--- src/rtl/nvram_pkg.sv ---
// Shared types and constants for the NVRAM upload path.
// Consumed by nvram_uploader; see that file for the NVRAM_CHECKSUM_EN option.
package nvram_pkg;

   typedef enum logic [1:0] {
      IDLE = 2'd0,
      REQ  = 2'd1,
      LAT  = 2'd2,
      DONE = 2'd3
   } state_t;

   localparam logic [7:0] FILL_BYTE  = 8'hFF;
   localparam int         RD_LAT_MAX = 3;

endpackage

--- src/rtl/nvram_uploader.sv ---
// Serves HPS upload byte requests from a shared NVRAM port behind an external arbiter.
// Optional NVRAM_CHECKSUM_EN appends a two's-complement checksum byte at address SIZE.
module nvram_uploader
   import nvram_pkg::*;
#(
   parameter logic [7:0] UPLOAD_INDEX = 8'd4,
   parameter int         ADDR_W       = 10,
   parameter int         SIZE         = 1024,
   parameter int         RD_LAT       = 1
) (
   input  logic              clk_sys,
   input  logic              reset,
   input  logic              ioctl_upload,
   input  logic [7:0]        ioctl_index,
   input  logic              ioctl_rd,
   input  logic [24:0]       ioctl_addr,
   output logic [7:0]        ioctl_din,
   output logic              ioctl_wait,
   output logic              ram_req,
   input  logic              ram_gnt,
   output logic [ADDR_W-1:0] ram_addr,
   input  logic [7:0]        ram_q,
   output logic              busy
);

   // Out-of-range latencies are clamped so the counter width stays fixed.
   localparam int          LAT_N    = (RD_LAT < 1) ? 1 :
                                      ((RD_LAT > RD_LAT_MAX) ? RD_LAT_MAX : RD_LAT);
   localparam logic [1:0]  LAT_LAST = 2'(LAT_N - 1);
   localparam logic [24:0] SIZE_A   = 25'(SIZE);

   state_t              state_reg, state_next;
   logic [7:0]          din_reg, din_next;
   logic                wait_reg, wait_next;
   logic                req_reg, req_next;
   logic [ADDR_W-1:0]   addr_reg, addr_next;
   logic [1:0]          lat_reg, lat_next;
   logic                fill_sel_reg, fill_sel_next;
   logic [7:0]          fill_reg, fill_next;
   logic                active;
   logic                in_range;
   logic [7:0]          slot_byte;

   assign active   = ioctl_upload && (ioctl_index == UPLOAD_INDEX);
   assign in_range = ioctl_addr < SIZE_A;

`ifdef NVRAM_CHECKSUM_EN
   logic [7:0] sum_reg, sum_next;
   logic       active_reg;

   assign slot_byte = (ioctl_addr == SIZE_A) ? (8'd0 - sum_reg) : FILL_BYTE;
`else
   assign slot_byte = FILL_BYTE;
`endif

   always_ff @(posedge clk_sys or posedge reset) begin
      if (reset) begin
         state_reg    <= IDLE;
         din_reg      <= 8'd0;
         wait_reg     <= 1'b0;
         req_reg      <= 1'b0;
         addr_reg     <= '0;
         lat_reg      <= 2'd0;
         fill_sel_reg <= 1'b0;
         fill_reg     <= 8'd0;
`ifdef NVRAM_CHECKSUM_EN
         sum_reg      <= 8'd0;
         active_reg   <= 1'b0;
`endif
      end else begin
         state_reg    <= state_next;
         din_reg      <= din_next;
         wait_reg     <= wait_next;
         req_reg      <= req_next;
         addr_reg     <= addr_next;
         lat_reg      <= lat_next;
         fill_sel_reg <= fill_sel_next;
         fill_reg     <= fill_next;
`ifdef NVRAM_CHECKSUM_EN
         sum_reg      <= sum_next;
         active_reg   <= active;
`endif
      end
   end

   always_comb begin
      state_next    = state_reg;
      din_next      = din_reg;
      wait_next     = wait_reg;
      req_next      = req_reg;
      addr_next     = addr_reg;
      lat_next      = lat_reg;
      fill_sel_next = fill_sel_reg;
      fill_next     = fill_reg;
`ifdef NVRAM_CHECKSUM_EN
      sum_next      = sum_reg;
`endif

      case (state_reg)
         IDLE: begin
            if (ioctl_rd && active) begin
               wait_next = 1'b1;
               if (in_range) begin
                  state_next    = REQ;
                  addr_next     = ioctl_addr[ADDR_W-1:0];
                  req_next      = 1'b1;
                  fill_sel_next = 1'b0;
               end else begin
                  // No RAM access: answer with the fill/checksum byte via DONE.
                  state_next    = DONE;
                  fill_sel_next = 1'b1;
                  fill_next     = slot_byte;
               end
            end
         end
         REQ: begin
            if (ram_gnt) begin
               state_next = LAT;
               lat_next   = 2'd0;
            end
         end
         LAT: begin
            if (!ram_gnt) begin
               state_next = REQ;
               lat_next   = 2'd0;
            end else if (lat_reg == LAT_LAST) begin
               state_next = DONE;
            end else begin
               lat_next = lat_reg + 2'd1;
            end
         end
         DONE: begin
            din_next   = fill_sel_reg ? fill_reg : ram_q;
            wait_next  = 1'b0;
            req_next   = 1'b0;
            state_next = IDLE;
`ifdef NVRAM_CHECKSUM_EN
            // Only bytes read from RAM contribute to the running sum.
            if (!fill_sel_reg)
               sum_next = sum_reg + ram_q;
`endif
         end
         default: state_next = IDLE;
      endcase

      // Losing the session abandons whatever is in flight; the last byte stays visible.
      if (!active) begin
         state_next = IDLE;
         wait_next  = 1'b0;
         req_next   = 1'b0;
         din_next   = din_reg;
         lat_next   = 2'd0;
`ifdef NVRAM_CHECKSUM_EN
         sum_next   = sum_reg;
`endif
      end

`ifdef NVRAM_CHECKSUM_EN
      if (active && !active_reg)
         sum_next = 8'd0;
`endif
   end

   assign ioctl_din  = din_reg;
   assign ioctl_wait = wait_reg;
   assign ram_req    = req_reg;
   assign ram_addr   = addr_reg;
   assign busy       = (state_reg != IDLE);

endmodule

--- config.mk ---
export PLATFORM = sky130hd
export DESIGN_NAME = nvram_uploader
export DESIGN_NICKNAME = d
export VERILOG_FILES = /design/src/rtl/nvram_pkg.sv /design/src/rtl/nvram_uploader.sv
export SDC_FILE = /design/constraint.sdc
export NUM_CORES = 1
export LEC_CHECK = 0
export CAP_MARGIN = 30
export CORE_MARGIN = 1.5
export CORE_UTILIZATION = 35
export CTS_CLUSTER_DIAMETER = 200
export DETAILED_ROUTE_END_ITERATION = 10
export PLACE_DENSITY = 0.74
export SLEW_MARGIN = 20
export SYNTH_ARGS = -nofsm -noshare
export SYNTH_HDL_FRONTEND = slang
export SYNTH_SLANG_ARGS = --single-unit
--- constraint.sdc ---
create_clock -name clk_sys -period 1.8 [get_ports clk_sys]
set_input_delay 0.18 -clock clk_sys [delete_from_list [all_inputs] [get_ports clk_sys]]
set_output_delay 0.18 -clock clk_sys [all_outputs]
set_load 0.01 [all_outputs]
# Word level (Yosys, flattened, before mapping)

Cells that the tools add are included.
Widths: inputs -> output; s select.

Flip-flop bits (word level): 26
Word-level logic and storage cells: 56

Add/sub/neg operators: 1
Order comparisons: 1
Eq/ne operators: 11
Multiplexer cells: 21
Bitwise logic cells: 1
Reduce and logical (&&, ||, !) cells: 13

Operator list:

| kind                 | number |
|---|---|
| $lt 25x11->1 const B | 1 |
| $mux 2               | 10 |
| $reduce_and 3->1     | 5 |
| $ne 3x3->1 const B   | 3 |
| $eq 8x3->1 const B   | 1 |
| $mux 8               | 1 |
| $ne 4x4->1 const B   | 2 |
| $pmux 2 s4           | 1 |
| $mux 1               | 6 |
| $ne 3x1->1 const B   | 2 |
| $reduce_and 2->1     | 3 |
| $eq 2x2->1 const B   | 2 |
| $logic_not 2->1      | 2 |
| $pmux 1 s2           | 2 |
| $pmux 2 s2           | 1 |
| $add 2x1->2 const B  | 1 |
| $eq 2x1->1 const B   | 1 |
| $logic_and 1x1->1    | 2 |
| $reduce_bool 2->1    | 1 |
| $not 1->1            | 1 |

# Longest topological paths before layout

Gate-level depths: netlist of run 1.

Depth in word-level cells: 6
Gate-level depth with buffers: 6
Mapped depth without buffers: 6

# Worst setup path before layout of run 1

OpenSTA, ideal clock, no wires.

Path type: flip-flop to flip-flop
Start: register state_reg[1]
End: register addr_reg[0], in the netlist ram_addr[0]
Setup time: 0.125 ns
Data arrival time: 1.607 ns
Path slack: 0.068 ns
Stages on the path, launching flop included: 6
Clock period less this slack: 1.732 ns
Cell sequence: dfrtp_1 -> or4_1 -> nor2_1 -> and4_4 -> buf_12 -> mux2_4

Longest elaborated chain between the ends: 2

RTL lines:

| what                              | line                 | RTL |
|---|---|---|
| start: declaration                | nvram_uploader.sv:32 | `state_t state_reg, state_next;` |
| start signal: assignment          | nvram_uploader.sv:71 | `state_reg <= state_next;` |
| $logic_not 2->1                   | nvram_uploader.sv:99 | `case (state_reg)` |
| $reduce_and 3->1 (no source line) | n/a                  |  |
| end signal: assignment            | nvram_uploader.sv:75 | `addr_reg <= addr_next;` |
| end: declaration                  | nvram_uploader.sv:36 | `logic [ADDR_W-1:0] addr_reg, addr_next;` |

Every way passes these cells.
A chain may end at the register's enable or synchronous reset.

# Final worst setup path of run 1

Start: input ioctl_index[1]
End: register addr_reg[1], in the netlist ram_addr[1]

Longest elaborated chain between the ends: 4

RTL lines:

| what                              | line                  | RTL |
|---|---|---|
| start: declaration                | nvram_uploader.sv:14  | `input logic [7:0] ioctl_index,` |
| $eq 8x3->1                        | nvram_uploader.sv:44  | `assign active = ioctl_upload && (ioctl_index == UPLOAD_INDEX);` |
| $logic_and 1x1->1                 | nvram_uploader.sv:44  |  |
| $logic_and 1x1->1                 | nvram_uploader.sv:101 | `if (ioctl_rd && active) begin` |
| $reduce_and 3->1 (no source line) | n/a                   |  |

Every way passes these cells.

==> qor.txt, run 1 <==
critical path class: input port to register
vias in the first global route: 1213
first-pass detailed-route iteration total: 4
Synth Register Bits: 26
max reg flops: 10
nets: 232
cell accounting for the most synthesized area: dfrtp_1
status: complete, no violations
Mapped Cells: 112
slew at the pin closest to its max-slew limit: 0.341 ns
row count: 22
Synth-to-Final Area Change: 61.1%
R2R Setup Slk: 0.07 ns
worst path required time: 1.95 ns
GRT Total Usage: 0.168
average wire per standard cell: 14.2 um
worst skew pair latency: 0.27 ns
FF-to-FF Start: state_reg[1]
NetSw: 0.224 mW
dpl ws: -0.262 ns
Finished Layout Cells: 232
clock skew: 0.00518 ns
CTS buffer count: 3
PortBufs: 66
endpoints failing setup: 0
initial antenna violation count: 0
Sw Ratio: 0.186
sequential area share after synthesis: 0.489
ratio of cells with drive above 1 in the final layout: 0.196
die footprint: 4180 um2
Synth area leaders: dfrtp_1 49%, mux2_4 19%, o21ai_0 3.8%
Vias: 1104
Starting Density: 0.364
HP Class: input port to asynchronous set/reset pin
Int Pwr: 0.981 mW
Worst Setup End Kind: register
syn avg cell area: 11.9 um2
crit-path max cell delay: 0.52 ns
VDD IR max: 0.280 mV
clock power share: 0.394
Max-cap violations: 0
Longest Clk Path Bufs: 2
placed insts: 226
fmax: 0.567 GHz
number of remaining DRC errors: 0
Post-Syn Area: 1330 um2
Critical R2R Capture: ram_addr[1]
Seq pwr share: 0.486
die height: 64.7 um
Netlist cell types: 33
Tcrit/Tclk final: 0.980
CP Max Fanout: 6
antenna cells: 0
global placement routability congestion: 0.790
yosys warns: 0
H-tree Lvls: 1
final wirelength: 3300 um
final core utilization: 0.586
post-synth top area share: 0.489
critical path launch point type: input port
CP arrival: 1.92 ns
DR iter-0 viols: 28
fin. max-slew vios: 0
dpl hpwl: 2500 um
chip width: 64.7 um
Total Power: 1.21 mW
first-pass GRT wire length: 5580 um
CTS tree: done
final setup margin: 0.0365 ns
clock sink total: 26
Remaining Overflow, GRT: 0
maximum number of pins on one net before global-route repair: 27
leak pwr: 0.984 nW
final worst path period need: 1.76 ns
slowest stage cell, crit path: or4_4
Clk pin slew, worst setup/hold paths: 0.08 ns
cells along the critical path: clkdlybuf4s50_1 > or4_4 > nor2_2 > and4_4 > mux2_4
final hold viol count: 0
Reg2Reg Depth: 4
Clock Tree Root: clkbuf_8
Pwr per Cell Area: 562 nW/um2
max_slew headroom: 0.773
Via density: 4.76
core footprint: 3660 um2
Gate power share: 0.120
I/O Pins: 67
ANT nets after route: 0
syn nets: 159
[power by group through the flow]
stage | Clock, mW | Combinational (mW) | Sequential [mW]
floorplan | 0 | 0.0288 | 0.597
global placement | 0 | 0.137 | 0.597
detailed placement | 0 | 0.142 | 0.597
CTS | 0.487 | 0.144 | 0.586
global route | 0.507 | 0.158 | 0.586
finish | 0.474 | 0.145 | 0.586
[area by class of cell]
| cell class | count | area [um2] |
|---|---|---|
| Fill cell | 310 | 1520 |
| Timing Repair Buffer | 72 | 703 |
| Sequential cell | 26 | 651 |
| Multi-Input combinational cell | 70 | 614 |
| Tap cell | 48 | 60.1 |
| Inverter | 12 | 45.0 |
| Clock buffer | 3 | 41.3 |
| Clock inverter | 1 | 30.0 |
[Yosys cell counts (all sizes together)]
cell type  number
ha              1
nor3            2
or2             2
nand2b          2
o21ai          10
nor2            6
nand3           1
nor2b           2
mux2i           1
clkbuf          2
nand2           4
nor4b           1
mux2           18
o211ai          1
and3b           1
inv            12
a22oi           1
a21boi          2
o21bai          1
nor4            3
buf             3
nand3b          2
a21oi           3
and4            2
a31oi           1
or4             1
or3             1
dfrtp          26
[per-layer routing]
layer	vias to the layer above	wire length, um	part of all wire	track usage
met5	-	0	0	0
met4	0	15	0.0045	0.0319
met3	2	213	0.065	0.0399
met2	49	1670	0.50	0.293
met1	522	1400	0.43	0.212
li1	531	-	-	-
[critical path, delay by kind of cell]
family,cells,cell delay [ns]
buffers and inverters,1,0.42
multiplexers,1,0.31
AND/OR/NAND/NOR,3,1.01
[how the worst max path moves through the flow]
stage / startpoint / to / cells past startpoint
finish: ioctl_index[1] / ram_addr[1] / 5
detailed placement: ioctl_index[1] / ram_addr[6] / 5
global placement: ioctl_index[1] / ram_addr[6] / 5
CTS: ioctl_index[5] / ioctl_din[6] / 5
floorplan: state_reg[1] / ram_addr[0] / 5
global route: ioctl_index[7] / ioctl_din[6] / 5
[placed cells by master (no fill, tap or decap), types with 3 or more instances in the layout]
cell and count:
clkbuf_8 3, dfrtp_1 26, buf_4 6, nand2_1 4, nor4_1 3, mux2_4 18
a21oi_1 3, nor2_1 5, clkdlybuf4s50_1 64, o21ai_0 10, inv_1 12
[stage by stage]
step,hold WS [ns],TNS (ns),instance area (um2)
3_5_place_dp,0.463,-3.94,2050
6_report,0.282,0,2140
4_1_cts,0.283,0,2130
2_1_floorplan,0.220,0,1330
5_1_grt,0.336,-0.00188,2140
3_3_place_gp,0.459,-3.41,2050
[what timing repair did]
action | 4_1_cts | 5_1_grt
pin swaps | 3 | 3
hold buffers | 0 | 0
endpoints found under the setup margin | 11 | 14
gates cloned | 1 | 0
resized for setup | 5 | 2
buffers inserted | 0 | 1
[cells by family (layout without fill, tap and decap cells)]
family	after synthesis	after routing	share of synthesized area
AO/OA/AOI/OAI	19	19	0.0818
adder cells (fa/ha/maj)	1	1	0.00940
buffers and inverters	17	88	0.0658
flip-flops	26	26	0.489
multiplexers	19	19	0.208
AND/OR/NAND/NOR	30	31	0.147
Note: power is estimated with default switching activity, not from simulation.
==> inputs of run 2 (changes only) <==
--- a/config.mk
+++ b/config.mk
@@ -7,10 +7,10 @@
 export LEC_CHECK = 0
 export CAP_MARGIN = 30
 export CORE_MARGIN = 1.5
-export CORE_UTILIZATION = 35
+export CORE_UTILIZATION = 40
 export CTS_CLUSTER_DIAMETER = 200
 export DETAILED_ROUTE_END_ITERATION = 10
-export PLACE_DENSITY = 0.74
+export PLACE_DENSITY = 0.8
 export SLEW_MARGIN = 20
 export SYNTH_ARGS = -nofsm -noshare
 export SYNTH_HDL_FRONTEND = slang
==> constraint.sdc (replaced) <==
create_clock -name clk_sys -period 2 [get_ports clk_sys]
set_input_delay 0.2 -clock clk_sys [delete_from_list [all_inputs] [get_ports clk_sys]]
set_output_delay 0.2 -clock clk_sys [all_outputs]
set_load 0.01 [all_outputs]
==> run 2 against run 1 <==
  * Wire length is 7.7% lower
  * First-iteration DRC count is 21% higher
  * Utilization is 8.2 points higher
  * Global-route usage is 2.2 points higher
  * Non-clock buffer count is 2 lower
  * Total power is 25% lower
  * Setup slack better by 0.071 ns
  * Highest routed layer unchanged
==> qor.txt, run 2 (synthesized netlist as in run 1, its figures left out) <==
endpoints failing setup: 0 (unchanged)
GRT Total Usage: 0.189 (+0.0215)
clock sink total: 26 (unchanged)
CP arrival: 2.10 ns (+0.18 ns)
Max-cap violations: 0 (unchanged)
ratio of cells with drive above 1 in the final layout: 0.166 (-0.0299)
Clk pin slew, worst setup/hold paths: 0.13 ns (+0.05 ns)
row count: 20 (-9.1%)
critical path's top delay family: simple AND/OR/NAND/NOR gates
most frequent cells in the layout: 66 x clkdlybuf4s50_1, 26 x dfrtp_1, 17 x mux2_4
maximum number of pins on one net before global-route repair: 18 (-33%)
critical path launch point type: register
H-tree Lvls: 1 (unchanged)
dpl hpwl: 2510 um (+0.22%)
Pwr per Cell Area: 439 nW/um2 (-22%)
I/O Pins: 67 (unchanged)
number of remaining DRC errors: 0 (unchanged)
CTS buffer count: 3 (unchanged)
final hold slack: 0.129 ns (-0.153 ns)
worst path required time: 2.21 ns (+0.26 ns)
chip width: 60.7 um (-6.2%)
vias in the first global route: 1158 (-4.5%)
most common cell after layout, fill and taps aside: clkdlybuf4s50_1
Vias: 1079 (-2.3%)
max_slew headroom: 0.669 (-0.104)
status: complete, no violations
first-pass detailed-route iteration total: 4 (unchanged)
worst path bufs/invs: 0 (-1)
Starting Density: 0.429 (+0.0654)
global route hottest layer: met2
Longest Clk Path Bufs: 2 (unchanged)
antenna cells: 0 (unchanged)
Remaining Overflow, GRT: 0 (unchanged)
grt met1 use: 0.243 (+0.0304)
slowest stage cell, crit path: or4_1
slew at the pin closest to its max-slew limit: 0.497 ns (+0.156 ns)
DR iter-0 viols: 34 (+21%)
nets: 229 (-1.3%)
Finished Layout Cells: 225 (-3.0%)
clock skew: 0.00475 ns (-0.000432 ns)
placed insts: 221 (-2.2%)
critical path class: register to register
PostCTS Resize Cnt: 0 (-5)
HP Class: input port to asynchronous set/reset pin
initial antenna violation count: 0 (unchanged)
setup bufs post-CTS: 0 (unchanged)
M2 GR Usage: 0.315 (+0.0219)
unrepaired setup endpoints after global routing: no
CP Max Fanout: 11 (+5)
CTS tree: done
die height: 60.7 um (-6.2%)
cells along the critical path: or4_1 > nor2_1 > and4_4 > mux2_2
Clock Tree Root: clkbuf_4
fin. max-slew vios: 0 (unchanged)
leak pwr: 0.946 nW (-3.9%)
final worst path period need: 1.89 ns
fmax: 0.528 GHz
Synth-to-Final Area Change: 55.5%
Tcrit/Tclk final: 0.946
Hold-fix buffers, CTS: 0 (unchanged)
final wirelength: 3040 um (-7.7%)
Total Power: 0.909 mW (-25%)
core footprint: 3100 um2 (-15%)
worst skew pair latency: 0.31 ns (+0.04 ns)
PortBufs: 66 (unchanged)
Worst Setup End Kind: register
ANT nets after route: 0 (unchanged)
max reg flops: 10 (unchanged)
VDD IR max: 0.185 mV (-34%)
die footprint: 3680 um2 (-12%)
final hold viol count: 0 (unchanged)
Via density: 4.80 (+0.78%)
global placement routability congestion: 0.789 (-0.14%)
GR Layer Usage met3: 0.0256 (-0.0143)
crit-path max cell delay: 0.53 ns (about the same)
average wire per standard cell: 13.5 um (-4.9%)
first-pass GRT wire length: 5060 um (-9.3%)
run 2: changes by cell type in the layout (fill, tap and decap cells not counted), moves of 2 or more:
cell | previous run | this run
clkbuf_8 | 3 | 1
clkbuf_4 | 0 | 3
buf_4 | 6 | 4
clkdlybuf4s50_1 | 64 | 66
dlygate4sd2_1 | 2 | 0
run 2: final timing paths:
path | start | endpoint | slack, ns | cells past startpoint
max | state_reg[1] | ram_addr[6] | 0.11 | 4
max reg2reg | state_reg[1] | ram_addr[6] | 0.11 | 4
max in group asynchronous | reset | ioctl_din[2] | 1.33 | 3
min in group clk_sys | ioctl_addr[0] | ram_addr[0] | 0.49 | 2
min | reset | ram_addr[2] | 0.13 | 2
min reg2reg | fill_reg[0] | fill_reg[0] | 0.51 | 1
run 2: worst reg2reg max path: cells and delay by family, from the launching register on:
family,cells,cell delay [ns]
DFF,1,0.41
muxes,1,0.37
and+or+nand+nor,3,1.00
run 2: area by class of cell:
type	instances	area [um2]
clock buffer	4	36.3
fill	266	1030
inverter	12	45.0
sequential	26	651
timing repair buffer	70	691
tap	44	55.1
multi-input combinational	69	593
run 2: report_power, final:
part	internal, mW	switching (mW)
Combinational	0.0886	0.0379
Clock	0.111	0.143
Sequential	0.527	0.000702
Total	0.727	0.182
run 2: metal layers:
metal  wire [um]  share of wire
met5           0              0
met3         192          0.063
met1        1300           0.43
met4          40          0.013
met2        1510           0.50
run 2: per-stage QoR:
stage	utilization	setup WS [ns]	TNS (ns)	instance area, um2
5_1_grt	0.667	0.0172	0	2070
3_3_place_gp	0.656	-0.0539	-0.198	2030
4_1_cts	0.667	0.0910	0	2070
2_1_floorplan	-	0.268	0	1330
3_5_place_dp	0.656	-0.117	-0.976	2030
6_report	0.667	0.108	0	2070
